[src/rtl/dispatch_pkg.sv]
// Shared types and constants for the demux dispatch front end.
package dispatch_pkg;

    localparam int DW_DEF = 4;
    localparam int CH_W   = 2;
    localparam int DROP_W = 8;

    typedef enum logic [1:0] {
        IDLE  = 2'd0,
        SEND  = 2'd1,
        STALL = 2'd2
    } state_e;

endpackage

[src/rtl/demux_dispatch_ctrl_if.sv]
// Upstream handshake plus demux-facing head bus of the dispatch controller.
interface demux_dispatch_ctrl_if #(
    parameter int DW = 4
);
    logic          in_valid;
    logic [DW-1:0] in_data;
    logic [1:0]    in_dest;
    logic          in_ready;
    logic [3:0]    ch_ready;
    logic [DW-1:0] dmux_data;
    logic [1:0]    dmux_sel;
    logic          out_valid;

    modport slave (
        input  in_valid, in_data, in_dest, ch_ready,
        output in_ready, dmux_data, dmux_sel, out_valid
    );

    modport master (
        output in_valid, in_data, in_dest, ch_ready,
        input  in_ready, dmux_data, dmux_sel, out_valid
    );
endinterface

[src/rtl/sync_fifo.sv]
// Single-clock FIFO with combinational head read; the caller never pushes when full.
module sync_fifo #(
    parameter  int WIDTH = 6,
    parameter  int DEPTH = 4,
    localparam int AW    = $clog2(DEPTH),
    localparam int CW    = AW + 1
) (
    input  logic             clk,
    input  logic             rst_n,
    input  logic             push,
    input  logic             pop,
    input  logic [WIDTH-1:0] wdata,
    output logic [WIDTH-1:0] rdata,
    output logic [CW-1:0]    count
);

    logic [WIDTH-1:0] mem_q [DEPTH];
    logic [AW-1:0]    wr_ptr_q, wr_ptr_d;
    logic [AW-1:0]    rd_ptr_q, rd_ptr_d;
    logic [CW-1:0]    count_q, count_d;

    // Power-of-two depth lets the pointers wrap on plain overflow.
    always_comb begin
        wr_ptr_d = wr_ptr_q + AW'(push);
        rd_ptr_d = rd_ptr_q + AW'(pop);
        count_d  = count_q + CW'(push) - CW'(pop);
    end

    // NOTE: sequential state uses non-blocking assignments; reset is sampled on the clock edge.
    always_ff @(posedge clk) begin
        if (!rst_n) begin
            wr_ptr_q <= '0;
            rd_ptr_q <= '0;
            count_q  <= '0;
        end else begin
            wr_ptr_q <= wr_ptr_d;
            rd_ptr_q <= rd_ptr_d;
            count_q  <= count_d;
        end
    end

    // NOTE: storage is not reset; an entry only matters while count says it is live.
    always_ff @(posedge clk) begin
        if (push) mem_q[wr_ptr_q] <= wdata;
    end

    assign rdata = mem_q[rd_ptr_q];
    assign count = count_q;

endmodule

[src/rtl/demux_dispatch_ctrl.sv]
// Buffers tagged words and presents the head to the 1-to-4 demux when its channel is ready.
// Define DISPATCH_RR_EN to tag words round-robin instead of using in_dest.
module demux_dispatch_ctrl
    import dispatch_pkg::*;
#(
    parameter int DW      = DW_DEF,
    parameter int DEPTH   = 4,
    parameter int TIMEOUT = 8
) (
    input  logic              clk,
    input  logic              rst_n,
    demux_dispatch_ctrl_if.slave bus,
    output logic [DROP_W-1:0] drop_cnt,
    output logic              drop_flag
);

    localparam int CW = $clog2(DEPTH) + 1;
    localparam int SW = $clog2(TIMEOUT + 1);

    state_e             state_q, state_d;
    logic [SW-1:0]      stall_cnt_q, stall_cnt_d;
    logic [DROP_W-1:0]  drop_cnt_q, drop_cnt_d;
    logic               drop_flag_q, drop_flag_d;

    logic               push, pop, deliver, drop, words_left;
    logic               in_ready, out_valid;
    logic [DW-1:0]      dmux_data;
    logic [CH_W-1:0]    dmux_sel;
    logic [CH_W-1:0]    wr_tag;
    logic [CW-1:0]      count;
    logic [DW+CH_W-1:0] head_word;
    logic [DW-1:0]      head_data;
    logic [CH_W-1:0]    head_dest;

`ifdef DISPATCH_RR_EN
    logic [CH_W-1:0] rr_ptr_q, rr_ptr_d;
    logic [CH_W-1:0] unused_in_dest;

    assign unused_in_dest = bus.in_dest;

    always_comb rr_ptr_d = rr_ptr_q + CH_W'(push);

    always_ff @(posedge clk) begin
        if (!rst_n) rr_ptr_q <= '0;
        else        rr_ptr_q <= rr_ptr_d;
    end

    assign wr_tag = rr_ptr_q;
`else
    assign wr_tag = bus.in_dest;
`endif

    assign push = bus.in_valid && in_ready;
    assign pop  = deliver || drop;

    sync_fifo #(
        .WIDTH (DW + CH_W),
        .DEPTH (DEPTH)
    ) u_fifo (
        .clk   (clk),
        .rst_n (rst_n),
        .push  (push),
        .pop   (pop),
        .wdata ({wr_tag, bus.in_data}),
        .rdata (head_word),
        .count (count)
    );

    assign head_data = head_word[DW-1:0];
    assign head_dest = head_word[DW+CH_W-1:DW];

    // After popping the head, something is still buffered or arriving this edge.
    assign words_left = (count > CW'(1)) || push;

    always_ff @(posedge clk) begin
        if (!rst_n) begin
            state_q     <= IDLE;
            stall_cnt_q <= '0;
            drop_cnt_q  <= '0;
            drop_flag_q <= 1'b0;
        end else begin
            state_q     <= state_d;
            stall_cnt_q <= stall_cnt_d;
            drop_cnt_q  <= drop_cnt_d;
            drop_flag_q <= drop_flag_d;
        end
    end

    // NOTE: every comb output gets a default first, so no latch is inferred.
    always_comb begin
        state_d     = state_q;
        stall_cnt_d = stall_cnt_q;
        drop_cnt_d  = drop_cnt_q;
        drop_flag_d = drop_flag_q;
        deliver     = 1'b0;
        drop        = 1'b0;
        case (state_q)
            IDLE: begin
                if (count != '0 || push) state_d = SEND;
            end
            SEND, STALL: begin
                if (bus.ch_ready[head_dest]) begin
                    deliver     = 1'b1;
                    stall_cnt_d = '0;
                    state_d     = words_left ? SEND : IDLE;
                end else if (state_q == STALL && stall_cnt_q == SW'(TIMEOUT)) begin
                    drop        = 1'b1;
                    stall_cnt_d = '0;
                    drop_cnt_d  = drop_cnt_q + DROP_W'(1);
                    drop_flag_d = 1'b1;
                    state_d     = words_left ? SEND : IDLE;
                end else begin
                    stall_cnt_d = stall_cnt_q + SW'(1);
                    state_d     = STALL;
                end
            end
            default: state_d = IDLE;
        endcase
    end

    // Zero data while idle keeps every demux output low.
    always_comb begin
        in_ready  = (count != CW'(DEPTH));
        out_valid = (state_q != IDLE);
        dmux_data = out_valid ? head_data : '0;
        dmux_sel  = out_valid ? head_dest : '0;
    end

    assign bus.in_ready  = in_ready;
    assign bus.out_valid = out_valid;
    assign bus.dmux_data = dmux_data;
    assign bus.dmux_sel  = dmux_sel;
    assign drop_cnt      = drop_cnt_q;
    assign drop_flag     = drop_flag_q;

endmodule

[src/flat_wrapper.sv]
// flat-port wrapper written by rule: the top's interface ports become plain ports
module demux_dispatch_ctrl_flat import dispatch_pkg::*;
#(
    parameter int DW      = DW_DEF,
    parameter int DEPTH   = 4,
    parameter int TIMEOUT = 8
)
  (clk, rst_n, drop_cnt, drop_flag, bus_in_valid, bus_in_data, bus_in_dest, bus_ch_ready, bus_in_ready, bus_dmux_data, bus_dmux_sel, bus_out_valid);
  demux_dispatch_ctrl_if #(.DW(DW)) bus_i ();
  input  logic clk;
  input  logic rst_n;
  output logic [DROP_W-1:0] drop_cnt;
  output logic drop_flag;
  input wire logic [$bits(bus_i.in_valid)-1:0] bus_in_valid;
  input wire logic [$bits(bus_i.in_data)-1:0] bus_in_data;
  input wire logic [$bits(bus_i.in_dest)-1:0] bus_in_dest;
  input wire logic [$bits(bus_i.ch_ready)-1:0] bus_ch_ready;
  output wire logic [$bits(bus_i.in_ready)-1:0] bus_in_ready;
  output wire logic [$bits(bus_i.dmux_data)-1:0] bus_dmux_data;
  output wire logic [$bits(bus_i.dmux_sel)-1:0] bus_dmux_sel;
  output wire logic [$bits(bus_i.out_valid)-1:0] bus_out_valid;
  assign bus_i.in_valid = bus_in_valid;
  assign bus_i.in_data = bus_in_data;
  assign bus_i.in_dest = bus_in_dest;
  assign bus_i.ch_ready = bus_ch_ready;
  assign bus_in_ready = bus_i.in_ready;
  assign bus_dmux_data = bus_i.dmux_data;
  assign bus_dmux_sel = bus_i.dmux_sel;
  assign bus_out_valid = bus_i.out_valid;
  demux_dispatch_ctrl #(.DW(DW), .DEPTH(DEPTH), .TIMEOUT(TIMEOUT)) u_core (.clk(clk), .rst_n(rst_n), .bus(bus_i), .drop_cnt(drop_cnt), .drop_flag(drop_flag));
endmodule
[config.mk]
export PLATFORM = sky130hd
export DESIGN_NAME = demux_dispatch_ctrl_flat
export DESIGN_NICKNAME = d
export VERILOG_FILES = /design/src/rtl/dispatch_pkg.sv /design/src/rtl/demux_dispatch_ctrl_if.sv /design/src/rtl/sync_fifo.sv /design/src/rtl/demux_dispatch_ctrl.sv /design/src/flat_wrapper.sv
export SDC_FILE = /design/constraint.sdc
export NUM_CORES = 1
export LEC_CHECK = 0
export ABC_AREA = 1
export ABC_CLOCK_PERIOD_IN_PS = 2600
export BUFFER_PORTS_ARGS = -buffer_cell sky130_fd_sc_hd__buf_4
export CORE_AREA = 3 3 66 68
export CTS_CLUSTER_DIAMETER = 150
export DETAILED_ROUTE_END_ITERATION = 10
export DIE_AREA = 0 0 69 71
export GPL_TIMING_DRIVEN = 1
export PLACE_DENSITY_LB_ADDON = 0.15
export RECOVER_POWER = 25
export SLEW_MARGIN = 40
export SYNTH_ARGS = -nofsm -noshare
export SYNTH_HDL_FRONTEND = slang
export SYNTH_SLANG_ARGS = --single-unit
[constraint.sdc]
create_clock -name clk -period 2.6 [get_ports clk]
set_clock_uncertainty 0.05 [all_clocks]
set_input_delay 0.39 -clock clk [delete_from_list [all_inputs] [get_ports clk]]
set_output_delay 0.39 -clock clk [all_outputs]
set_load 0.02 [all_outputs]
# Yosys cells after proc, flatten, opt, wreduce, memory -nomap -nowiden
# Memory sizes are Yosys's and may differ from the RTL's. A register that Yosys moved wholly into a read port is not among the register bits.
# Cells that the tools add are included.
# W data, S select, Z words.
# op_classes
n_addsub	6
n_lt_le_gt_ge	2
eq_ne	5
muxes	19
bitwise_logic	1
reduce_logical	10
# ops
op	count
$mux W4	3
$mux W2	5
$mux W1	9
$add A8 B1 Y8 const B	1
$add A2 B1 Y2	2
$add A4 B1 Y4 const B	1
$eq A4 B4 Y1 const B	1
$pmux W2 S2	1
$add A3 B1 Y3	1
$gt A3 B1 Y1 const B	1
$logic_or A1 B1 Y1	3
$lt A2 B3 Y1 const B	1
$ne A3 B3 Y1 const B	1
$reduce_and A3 Y1	1
$reduce_bool A3 Y1	1
$sub A3 B1 Y3	1
$bmux W1 S2	1
$eq A2 B1 Y1 const B	1
$eq A2 B2 Y1 const B	1
$logic_and A1 B1 Y1	2
$logic_not A2 Y1	1
$ne A2 B1 Y1 const B	1
$reduce_bool A2 Y1	1
$reduce_or A2 Y1	1
$not A1 Y1	1
# totals
ff_bits	22
ram_bits	24
input_bits	13
output_inout_bits	17
word_cells	51
mem_count	1
# memory_table
memory	depth	word_bits	rd	rd_clocked_by_memory_dff	write_ports	line_no	source
u_core.u_fifo.mem_q	4	6	1	1	1	sync_fifo.sv:17	logic [WIDTH-1:0] mem_q [DEPTH];

# Logic depth before layout (Yosys ltp)
# depth
ltp_word	8
depth_mapped	16

# Modules after synthesis
# Synthesis repeated with hierarchy kept, for this count alone.
# unflattened
hier_cells	239
hier_area_um2	2185.8
# by_module_without_submodules
module	instances	cells_per_inst	area_each_um2
sync_fifo	1	111	1288.7
demux_dispatch_ctrl	1	128	897.1

# Worst setup path before layout
# OpenSTA, ideal clock, no wires.
# synth_timing
path_type	register to register
start	reg u_core.u_fifo.rd_ptr_q[0] (netlist name)
end	reg u_core.u_fifo.count_q[2] (netlist: u_core.u_fifo.count[2])
arrival_time_ns	2.163
slack_ns	0.260
path_stages_with_launch	16
synth_period_minus_slack_ns	2.340
cell_sequence	dfxtp_1 > buf_4 > nand2_1 > nand3_1 > nand2_1 > nand3b_1 > nand3_1 > nand2_1 > inv_1 > ha_1 > inv_1 > ha_1 > inv_1 > fa_1 > xnor2_1 > nor2_1
# synth_rtl
item	line_no	source
end signal: assignment	sync_fifo.sv:38	count_q <= count_d;
end: declaration	sync_fifo.sv:20	logic [CW-1:0] count_q, count_d;

==> impl_results.md <==
- Outcome: completed
- Setup ws final: about 200 ps
- Final Setup Violations: 0
- Cell with the most instances after synthesis: nand2_1
- Ys flop type: edfxtp_1
- Netlist cell types: 29
- Gate Count Post-Synth: approximately 230
- Post-route clock period utilization: 0.922
- Seq/Total Area, Yosys: 0.541
- Overflow left after global routing: 0
- Number of detailed-route iterations in the first pass: 4
- Largest net degree at the start of global routing: 16
- Setup CP Type: reg -> reg
- Reg-to-Reg Start: u_core.u_fifo.rd_ptr_q[0]$_SDFF_PN0_
- Root Driver: clkbuf_8
- PortBufs: 29
- RSZ-0062 raised after global routing: no
- Slew Viols, Final: 0
- Clk sinks: 46
- Die Ht: 71 µm
- #FFs+latches synth: 46
- Post-synth top area share: 0.336
- Slowest cell on the critical path: fa_2
- Cts bufs inserted: 5
- Starting density of the core: 0.549
- Switching pwr: 0.000802 W
- Global-route total usage across every layer: 0.179
- R2r worst-path depth: 15
- Routed length per instance: ~12 µm
- Number of DRC markers in iteration 0: roughly 190
- LEAKAGE: between 1 and 1.5 nW
- Clk slew on worst S/H paths: about 80 ps
- Layout cells sized above 1: 0.184
- Final net count: about 300
- Int Pwr: between 0.001 and 0.0015 W
- Hold Buf Count CTS: 0
- CTS tree: built
- Core region area: between 3000 and 4000 µm²
- Power, Total: around 0.0022 W
- DP Worst Slack: 126 ps
- Worst setup path startpoint: u_core.u_fifo.rd_ptr_q[0]$_SDFF_PN0_
- Max_slew headroom: 0.674
- Arrival time worst endpoint: between 2000 and 3000 ps
- First-pass GRT wire length: between 6 and 7 mm
- Clock Power Share: 0.192
- Placer congestion estimate: between 0.8 and 0.9
- Yosys warnings: 0
- Post-place instance area: approximately 2500 µm²
- Startpoint class of the critical path: register
- Initial antenna violation count: 0
- Crit Path Max Fanout: 8
- Peak Freq: about 0.42 GHz
- Final wirelength: around 4 mm
- Reg power frac: 0.416
- Setup TNS: 0 ps
- CP Capture Type: register
- Longest Clk Path Bufs: 2
- Post-Syn Area per Cell: 9.21 µm²
- Via count: approximately 1.6k
- Min-delay src: bus_in_data[0]
- Post-synth top cells: 42 x nand2_1, 30 x inv_1, 26 x nor2_1
- Design area: roughly 2500 µm²
- Comb pwr share: 0.392
- Max stage delay on crit path: between 500 and 600 ps
- Hpwl dp: ~2.9 mm
- Hold path depth: 1
- Routed Antenna Nets: 0
- Async set-or-reset flop fraction in the synthesized netlist: 0
- Post-synth EDFFs: 24
- Number of remaining DRC errors: 0
- Layout Area Growth over Synthesis: 17.7%
- Vias/cell: a little under 5
- Hold Crit Class: in -> reg
- H-tree depth: 2
- Chain of cells forming the critical path: buf_4, nand2_1, nand3_2, nand2_2, nand2_1, nand3b_1, nand3_1, nand2_1, inv_1, ha_1, inv_1, ha_1, inv_1, fa_2, nor2_1
- Max-cap viol count: 0
- Cells taking the most area after synthesis: edfxtp_1 34%, dfxtp_1 21%, nand2_1 7.3%, ha_1 6.4%, inv_1 5.2%
- Post-route minimum period: roughly 2400 ps
- PD cells: 871 nW/µm²
- R2R Setup Slk: between 200 and 250 ps
- Worst VDD drop: around 0.00056 V
- Clk Latency, worst-skew pair: roughly 300 ps
- Switching part of the total: 0.364
- Die area: ~5000 µm²
- Crit path required time: ~2700 ps
- Vias in the first global route: approximately 1.5k
- Post-Syn Area: about 2100 µm²
- Die width: 69 µm
- Cell taking the most area after synthesis: edfxtp_1
- Mapped Nets: 258
- Ports: 30
- Worst-margin pin slew: 489 ps
- Row count: 23
- Final Hold Viols: 0
- Diode count: 0
==> path summary, 6_finish.rpt <==
path / endpoint
max: u_core.u_fifo.count[1]$_SDFF_PN0_
min: u_core.u_fifo.mem_q[3][0]$_DFFE_PP_
max reg2reg: u_core.u_fifo.count[1]$_SDFF_PN0_
min reg2reg: u_core.drop_flag$_SDFFE_PN0P_
==> sequential cells by signal (all words and copies together), names as in the netlist <==
signal / flops
u_core.stall_cnt_q: 4
u_core.drop_cnt: 8
u_core.u_fifo.mem_q: 24
u_core.state_q: 2
u_core.drop_flag: 1
u_core.u_fifo.wr_ptr_q: 2
u_core.u_fifo.count: 3
u_core.u_fifo.rd_ptr_q: 2
==> critical path, delay by kind of cell (launching register included) <==
kind / cells / cell delay, ps
adders and majority gates: 3 / 940
DFF: 1 / 340
and+or+nand+nor: 8 / 610
buffers and inverters: 4 / 310
==> cells in the final DEF, fill, tap and decap left out, drive strengths merged <==
cell type / n
a21oi: 17
and2: 1
buf: 31
clkbuf: 12
clkinv: 2
dfxtp: 22
edfxtp: 24
fa: 1
ha: 11
inv: 33
nand2: 42
nand3: 13
nand3b: 2
nand4: 5
nor2: 26
nor3: 5
nor4: 1
o211ai: 1
o21a: 1
o21ai: 13
or2: 1
xnor2: 7
xor2: 1
==> through the flow <==
stage	std cells	util	hold slack, ps
after global placement	314	0.626	402
after global routing	322	0.646	305
final	322	0.646	304
after floorplan	233	-	410
after CTS	322	0.648	226
after detailed placement	314	0.626	416
==> area by class of cell <==
type	count	area [µm²]
Fill cell	342	1390
Sequential cell	46	1160
Multi-Input combinational cell	148	833
Timing Repair Buffer	37	255
Inverter	33	126
Clock buffer	6	72.6
Tap cell	50	62.6
Clock inverter	2	13.8
==> cells by family (layout without fill, tap and decap cells) <==
kind of cell / Yosys count / count (layout) / share of synthesized area
AND/OR/NAND/NOR: 96 / 96 / 0.200
flip-flops: 46 / 46 / 0.541
buffers and inverters: 39 / 78 / 0.0758
AO/OA/AOI/OAI: 32 / 32 / 0.0769
adder cells (fa/ha/maj): 12 / 12 / 0.0734
XOR/XNOR: 8 / 8 / 0.0326
==> repair_timing <==
item                       in CTS  in global routing
resized for setup               0                  5
setup endpoints to repair       0                  2
buffers inserted                0                  0
==> power by group through the flow <==
stage	combinational (W)	clock, W	sequential (W)
floorplan	0.000606	0	0.000914
global placement	0.000854	0	0.000928
detailed placement	0.000866	0	0.000928
CTS	0.000869	0.000437	0.000913
global route	0.000979	0.000469	0.000927
finish	0.000863	0.000424	0.000916
==> per-layer routing <==
layer / routed length (µm) / global-route usage / share of wire
met1: 2010 / 0.260 / 0.50
met2: 1740 / 0.255 / 0.43
met3: 199 / 0.0469 / 0.050
met4: 59 / 0.0738 / 0.015
met5: 0 / 0 / 0
(Power assumes the default switching activity.)
